$ cat config.mk
export PLATFORM = sky130hd
export DESIGN_NAME = digit_scan_ctrl
export DESIGN_NICKNAME = d
export VERILOG_FILES = /design/src/rtl/digit_scan_ctrl.sv
export SDC_FILE = /design/constraint.sdc
export NUM_CORES = 1
export LEC_CHECK = 0
export BUFFER_PORTS_ARGS = -buffer_cell sky130_fd_sc_hd__buf_2
export CAP_MARGIN = 20
export CORE_MARGIN = 2
export CORE_UTILIZATION = 45
export DETAILED_ROUTE_END_ITERATION = 8
export GPL_TIMING_DRIVEN = 0
export PLACE_DENSITY = 0.61
export SLEW_MARGIN = 10
export SYNTH_ARGS = -nofsm -noshare
export SYNTH_HDL_FRONTEND = slang
export SYNTH_SLANG_ARGS = --single-unit
$ cat constraint.sdc
create_clock -name clk -period 7.35 [get_ports clk]
set_input_delay 1.8375 -clock clk [delete_from_list [all_inputs] [get_ports clk]]
set_output_delay 1.8375 -clock clk [all_outputs]
set_load 0.1 [all_outputs]
$ cat src/rtl/digit_scan_ctrl.sv
// Scan controller for a 4-to-16 digit-select decoder. Each digit slot starts with a blanking
// period and then shows the digit. Display data is double-buffered and swapped at frame wrap.
module digit_scan_ctrl #(
  parameter int DIGITS   = 4,
  parameter int PRESCALE = 50000,
  parameter int BLANK    = 2
) (
  input  logic                  clk,
  input  logic                  reset,
  input  logic                  run,
  input  logic                  load,
  input  logic [4*DIGITS-1:0]   digits_in,
  output logic [3:0]            sel,
  output logic                  dec_en,
  output logic [3:0]            nibble,
  output logic                  frame_done
);

  localparam int CW = (PRESCALE > 1) ? $clog2(PRESCALE) : 1;
  localparam logic [CW-1:0] CNT_LAST = CW'(PRESCALE - 1);
  localparam logic [3:0]    SEL_LAST = 4'(DIGITS - 1);

  typedef enum logic [1:0] {S_IDLE, S_BLANK, S_SHOW} state_t;

  localparam state_t SLOT_START = (BLANK > 0) ? S_BLANK : S_SHOW;

  state_t              state, state_n;
  logic [CW-1:0]       cnt, cnt_n;
  logic [3:0]          sel_n;
  logic                wrap;
  logic [4*DIGITS-1:0] active, active_n;
  logic [4*DIGITS-1:0] pending, pending_n;
  logic                pend_flag, pend_flag_n;

  function automatic logic [3:0] pick_nibble(input logic [4*DIGITS-1:0] d, input logic [3:0] s);
    logic [3:0] r;
    r = 4'd0;
    for (int i = 0; i < DIGITS; i++) begin
      if (s == 4'(i)) r = d[4*i +: 4];
    end
    return r;
  endfunction

  always_comb begin
    state_n     = state;
    cnt_n       = cnt;
    sel_n       = sel;
    wrap        = 1'b0;
    active_n    = active;
    pending_n   = pending;
    pend_flag_n = pend_flag;
    if (state == S_IDLE) begin
      cnt_n = '0;
      sel_n = 4'd0;
      if (load) active_n = digits_in;
      if (run) state_n = SLOT_START;
    end else if (!run) begin
      // Stopping abandons the slot but still applies any queued frame so it is not lost.
      state_n = S_IDLE;
      cnt_n   = '0;
      sel_n   = 4'd0;
      if (load) begin
        active_n    = digits_in;
        pend_flag_n = 1'b0;
      end else if (pend_flag) begin
        active_n    = pending;
        pend_flag_n = 1'b0;
      end
    end else begin
      if (cnt == CNT_LAST) begin
        cnt_n   = '0;
        state_n = SLOT_START;
        if (sel == SEL_LAST) begin
          sel_n = 4'd0;
          wrap  = 1'b1;
        end else begin
          sel_n = sel + 4'd1;
        end
      end else begin
        cnt_n   = cnt + CW'(1);
        state_n = (int'(cnt_n) >= BLANK) ? S_SHOW : S_BLANK;
      end
      // Buffer swap only at frame wrap so a frame never mixes old and new digits.
      if (wrap) begin
        if (load) begin
          active_n    = digits_in;
          pend_flag_n = 1'b0;
        end else if (pend_flag) begin
          active_n    = pending;
          pend_flag_n = 1'b0;
        end
      end else if (load) begin
        pending_n   = digits_in;
        pend_flag_n = 1'b1;
      end
    end
  end

  always_ff @(posedge clk) begin
    if (reset) begin
      state      <= S_IDLE;
      cnt        <= '0;
      sel        <= 4'd0;
      dec_en     <= 1'b0;
      nibble     <= 4'd0;
      frame_done <= 1'b0;
      active     <= '0;
      pending    <= '0;
      pend_flag  <= 1'b0;
    end else begin
      state      <= state_n;
      cnt        <= cnt_n;
      sel        <= sel_n;
      dec_en     <= (state_n == S_SHOW);
      nibble     <= pick_nibble(active_n, sel_n);
      frame_done <= wrap;
      active     <= active_n;
      pending    <= pending_n;
      pend_flag  <= pend_flag_n;
    end
  end

endmodule

Word-level counts from Yosys, hierarchy flattened
Index checks and enable logic that the tools add are counted.

Memory bits (read-only): 0. Input bits: 20. Memories kept: 0. Bits in registers: 61. Bits in latches: 0. Bits in writable memories: 0. Word-level logic and storage cells: 54. Output and inout bits: 10.

$lt $le $gt $ge: 1. $mul: 0. Mux-type cells: 26. Equality and inequality tests: 7. Add/sub/neg operators: 2. Div/mod/pow operators: 0. Shift operators: 0. Reductions and logical operators: 6. Bitwise logic cells: 3.

Operators with widths (count): two-way mux 16 bit (6); two-way mux 4 bit (8); adder 16 x 1 -> 16 bit, second input constant (1); equality test 16 bit, second input constant (1); >= comparator 16 x 2 -> 1 bit, second input constant (1); equality test 4 x 2 -> 1 bit, second input constant (3); two-way mux 2 bit (5); two-way mux 1 bit (7); adder 4 x 1 -> 4 bit, second input constant (1); equality test 4 x 1 -> 1 bit, second input constant (1); logical NOT 4 bit (1); AND reduction 4 bit (1); OR reduction 4 bit (1); inequality test 3 x 1 -> 1 bit, second input constant (1); NOT 1 bit (3); OR reduction 3 bit (1); equality test 2 bit, second input constant (1); logical NOT 2 bit (1); AND reduction 2 bit (1).

Logic depth before layout (Yosys ltp)
Depth after elaboration: 12. Gate-level depth with buffers: 10. Gate-level depth less buffers: 8.

Worst setup path after synthesis
No wires, ideal clock.

Path type: input port to flip-flop. Start: input run. End: register nibble[0]. Required time: 7.264 ns. Library setup time: 0.086 ns. Path buffers: 1. Data arrival time: 3.415 ns. Slack: 3.849 ns. Stages: 8. Path through: clkbuf_1 -> o21ai_1 -> nand2_1 -> o22ai_1 -> a211o_1 -> a211oi_1 -> a21oi_1 -> a221oi_2.

Cells in the longest elaborated chain, start to end: 7. Elaborated cells between the ends (all ways): 12.

RTL lines: from (decl) (RTL line 10) `input logic run,`; two-way mux 4 bit (RTL line 57) `end else if (!run) begin`; two-way mux 4 bit (RTL line 52) `if (state == S_IDLE) begin`; logical NOT 4 bit (RTL line 39) `if (s == 4'(i)) r = d[4*i +: 4];`; two-way mux 4 bit (3 in a row) (RTL line 39); two-way mux 4 bit (*) (RTL line 39); to (signal assigned) (RTL line 115) `nibble <= pick_nibble(active_n, sel_n);`; to (decl) (RTL line 15) `output logic [3:0] nibble,`.

Every way passes the cells marked *; elsewhere a longest branch is shown, timed or not. A chain may end at the register's enable or synchronous reset.

Worst setup path in the final report
Ends and elaborated chain as after synthesis.

==> flow_metrics.env <==
export IMPL_hold_viol=0
export IMPL_antenna_found_initial=0
export IMPL_synthSimpleGateAreaFrac_pct=26.3
export IMPL_ioPinCount=30
export IMPL_synth_area_leaders="dfxtp_1 (38%), nor2_1 (8.9%), mux2i_1 (7.2%)"
export IMPL_p_int_mw=0.509
export IMPL_relSlewSlack_pct=49.0
export IMPL_ctsHoldBuffers=0
export IMPL_power_mw=0.701
export IMPL_grt_use_met2_pct=37.9
export IMPL_grt_pass1_vias=2793
export IMPL_wl_per_cell_um=16.0
export IMPL_rsz0062_at_grt="no"
export IMPL_synth_yosys_warnings=0
export IMPL_cts_tree="done"
export IMPL_clockBufferDepth=2
export IMPL_pre_cts_ws_ps=3270
export IMPL_synth_area_per_cell_um2=8.40
export IMPL_multiInputGateArea_um2=1860
export IMPL_die_h_um=88.3
export IMPL_setup_tns_ps=0
export IMPL_critPathMaxStageDelay_ps=390
export IMPL_endpoint_kind="register"
export IMPL_synth_area_um2=3200
export IMPL_crit_fanout=10
export IMPL_cts_setup_buffers=0
export IMPL_status="completed"
export IMPL_pwr_share_seq_pct=49.8
export IMPL_dpl_hpwl_mm=6.08
export IMPL_worstPathCellList="clkbuf_1 -> o21ai_1 -> nand2_1 -> o22ai_1 -> a211o_1 -> a211oi_1 -> a21oi_1 -> a221oi_2"
export IMPL_cp_top_family="compound AO/OA/AOI/OAI gates"
export IMPL_path_clk_slew_ps=60
export IMPL_synth_most_common_cell="nor2_1"
export IMPL_critPathRequiredTime_ps=7590
export IMPL_core_rowCount=30
export IMPL_rr_startpoint="cnt[0]"
export IMPL_drc=0
export IMPL_final_period_utilization_pct=51.9
export IMPL_setup_slack_ps=3540
export IMPL_yosysSeqAreaShare_pct=38.2
export IMPL_drt_wl_total_mm=8.29
export IMPL_synth_flop_cell="dfxtp_1"
export IMPL_holdWs_ps=484
export IMPL_start_util_pct=46.8
export IMPL_r2r_slack_ps=4310
export IMPL_numClockSinks=61
export IMPL_nFillCells=676
export IMPL_yosysUniqueCellTypes=61
export IMPL_ctsResizeCount=0
export IMPL_tightest_slew_ps=754
export IMPL_drt_pass1_iter_count=5
export IMPL_skew_ps=9.95
export IMPL_setup_viol=0
export IMPL_irDropWorstVdd_mv=0.0858
export IMPL_finalCriticalPeriod_ps=3810
export IMPL_place_congestion=0.852
export IMPL_gr_usage_met3_pct=6.44
export IMPL_grt_remaining_overflow=0
export IMPL_ant_nets=0
export IMPL_synthTopCellsByCount="nor2_1 (76), dfxtp_1 (61), nand2_1 (25), mux2i_1 (23), o21ai_0 (19)"
export IMPL_ys_ff_latch=61
export IMPL_max_cap_viol_count=0
export IMPL_via_per_inst=5.64
export IMPL_clockRootBuffer="clkbuf_8"
export IMPL_track_usage_pct=22.8
export IMPL_synth_top_cell_area_share_pct=38.2
export IMPL_num_antenna_cells=0
export IMPL_power_density_nw_per_um2=193
export IMPL_instances_no_fill=519
export IMPL_cts_buffers_inserted=9
export IMPL_core_um2=6830
export IMPL_nNetsFinal=443
export IMPL_synthMuxAreaShare_pct=8.25
export IMPL_hold_class="register to register"
export IMPL_area_delta_synth_final_pct=13.3
export IMPL_grt_max_degree=11
export IMPL_hold_start="cnt[0]"
export IMPL_critPathArrivalTime_ps=4060
export IMPL_die_w_um=88.3
export IMPL_dieArea_um2=7800
export IMPL_vias=2926
export IMPL_worst_skew_pair_late_latency_ps=340
export IMPL_synth_area_leader_cell="dfxtp_1"
export IMPL_max_freq_ghz=0.262
export IMPL_drive_above_1_share_pct=17.5
export IMPL_power_leakage_nw=1.31
export IMPL_placed_cells=505
export IMPL_seqCellArea_um2=1220
export IMPL_syn_inst=381
export IMPL_grt_pass1_wl_mm=13.6
export IMPL_synthAdderAreaFrac_pct=1.17
export IMPL_path_class="input pin to register"
export IMPL_combPwrFrac_pct=13.1
export IMPL_drtIter0Drc=227
export IMPL_cp_startpoint="run"
export IMPL_top_usage_layer="met2"
export IMPL_crit_path_top_delay_cell="clkbuf_1"
export IMPL_synth_edf_count=0
export IMPL_critPathLaunchType="input pin"
export IMPL_cp_buffers_inverters=1
export IMPL_power_share_clock_pct=37.1
export IMPL_slew_viol_final=0
export IMPL_async_flop_share_pct=0
export IMPL_syn_nets=404
export IMPL_met1_usage_pct=28.3
export IMPL_h_tree_depth=3
export IMPL_power_switching_mw=0.192
export IMPL_port_buffers=28
export IMPL_synth_top_family_by_area="simple AND/OR/NAND/NOR gates"
export IMPL_p_sw_share_pct=27.4
export IMPL_synth_compound_area_share_pct=18.5
export IMPL_synth_xor_area_share_pct=4.10
[worst paths after layout]
check / to / cells past startpoint
setup / recovery: nibble[0] / 8
hold / removal: cnt[0] / 1
setup reg to reg: nibble[1] / 8
hold reg to reg: cnt[0] / 1
[metrics by stage]
| step | instance area [um2] | util [%] |
|---|---|---|
| after global routing | 3630 | 53.1 |
| after floorplan | 3200 | - |
| final | 3630 | 53.1 |
| after global placement | 3460 | 50.7 |
| after CTS | 3630 | 53.1 |
| after detailed placement | 3460 | 50.7 |
[cell type report]
cell class | count | area share [%]
Multi-Input combinational cell | 296 | 51.4
Sequential cell | 61 | 33.7
Clock buffer | 12 | 4.28
Timing Repair Buffer | 28 | 3.86
Tap cell | 96 | 3.31
Buffer | 21 | 2.86
Inverter | 3 | 0.311
Clock inverter | 2 | 0.276
[placed cells by master (no fill, tap or decap), drive strengths merged, types with 2 or more instances in the layout]
cell type	synthesis	routed
nor2	76	76
dfxtp	61	61
buf	8	36
nand2	25	25
clkbuf	13	25
mux2i	23	23
o21ai	21	21
a21oi	17	17
nor3	16	16
nand3	14	14
xor2	8	8
a31oi	8	8
o22ai	7	7
xnor2	7	7
nor4	5	5
nand4	4	4
o211ai	4	4
and2	4	4
o221a	4	4
inv	3	3
o21a	3	3
or2	3	3
nand3b	3	3
and3	3	3
mux2	3	3
o311a	3	3
ha	3	3
or4	3	3
or3b	2	2
nor4b	2	2
nand4b	2	2
and4	2	2
a211oi	2	2
a211o	2	2
clkinv	0	2
[state kept, by name (all words and copies together) (netlist names)]
| signal | count |
|---|---|
| state | 2 |
| dec_en | 1 |
| active | 16 |
| pend_flag | 1 |
| nibble | 4 |
| cnt | 16 |
| frame_done | 1 |
| pending | 16 |
| sel | 4 |
[layer usage]
| metal | part of all wire, % | up-vias |
|---|---|---|
| li1 | - | 1469 |
| met1 | 44 | 1352 |
| met2 | 48 | 87 |
| met3 | 5.8 | 18 |
| met4 | 2.0 | 0 |
| met5 | 0 | - |
[kinds of logic after synthesis]
kind of cell | after synthesis
fa+ha+maj | 3
flops | 61
buf+inv | 24
xor+xnor | 15
simple gates | 169
compound gates | 83
mux | 26
[power groups by stage]
stage               Sequential (mW)  Clock, mW  Combinational [mW]
finish                        0.349      0.260              0.0920
global route                  0.350      0.284               0.100
CTS                           0.349      0.269              0.0916
detailed placement            0.356          0              0.0912
global placement              0.356          0              0.0902
floorplan                     0.370          0              0.0507
(Power assumes the default switching activity.)
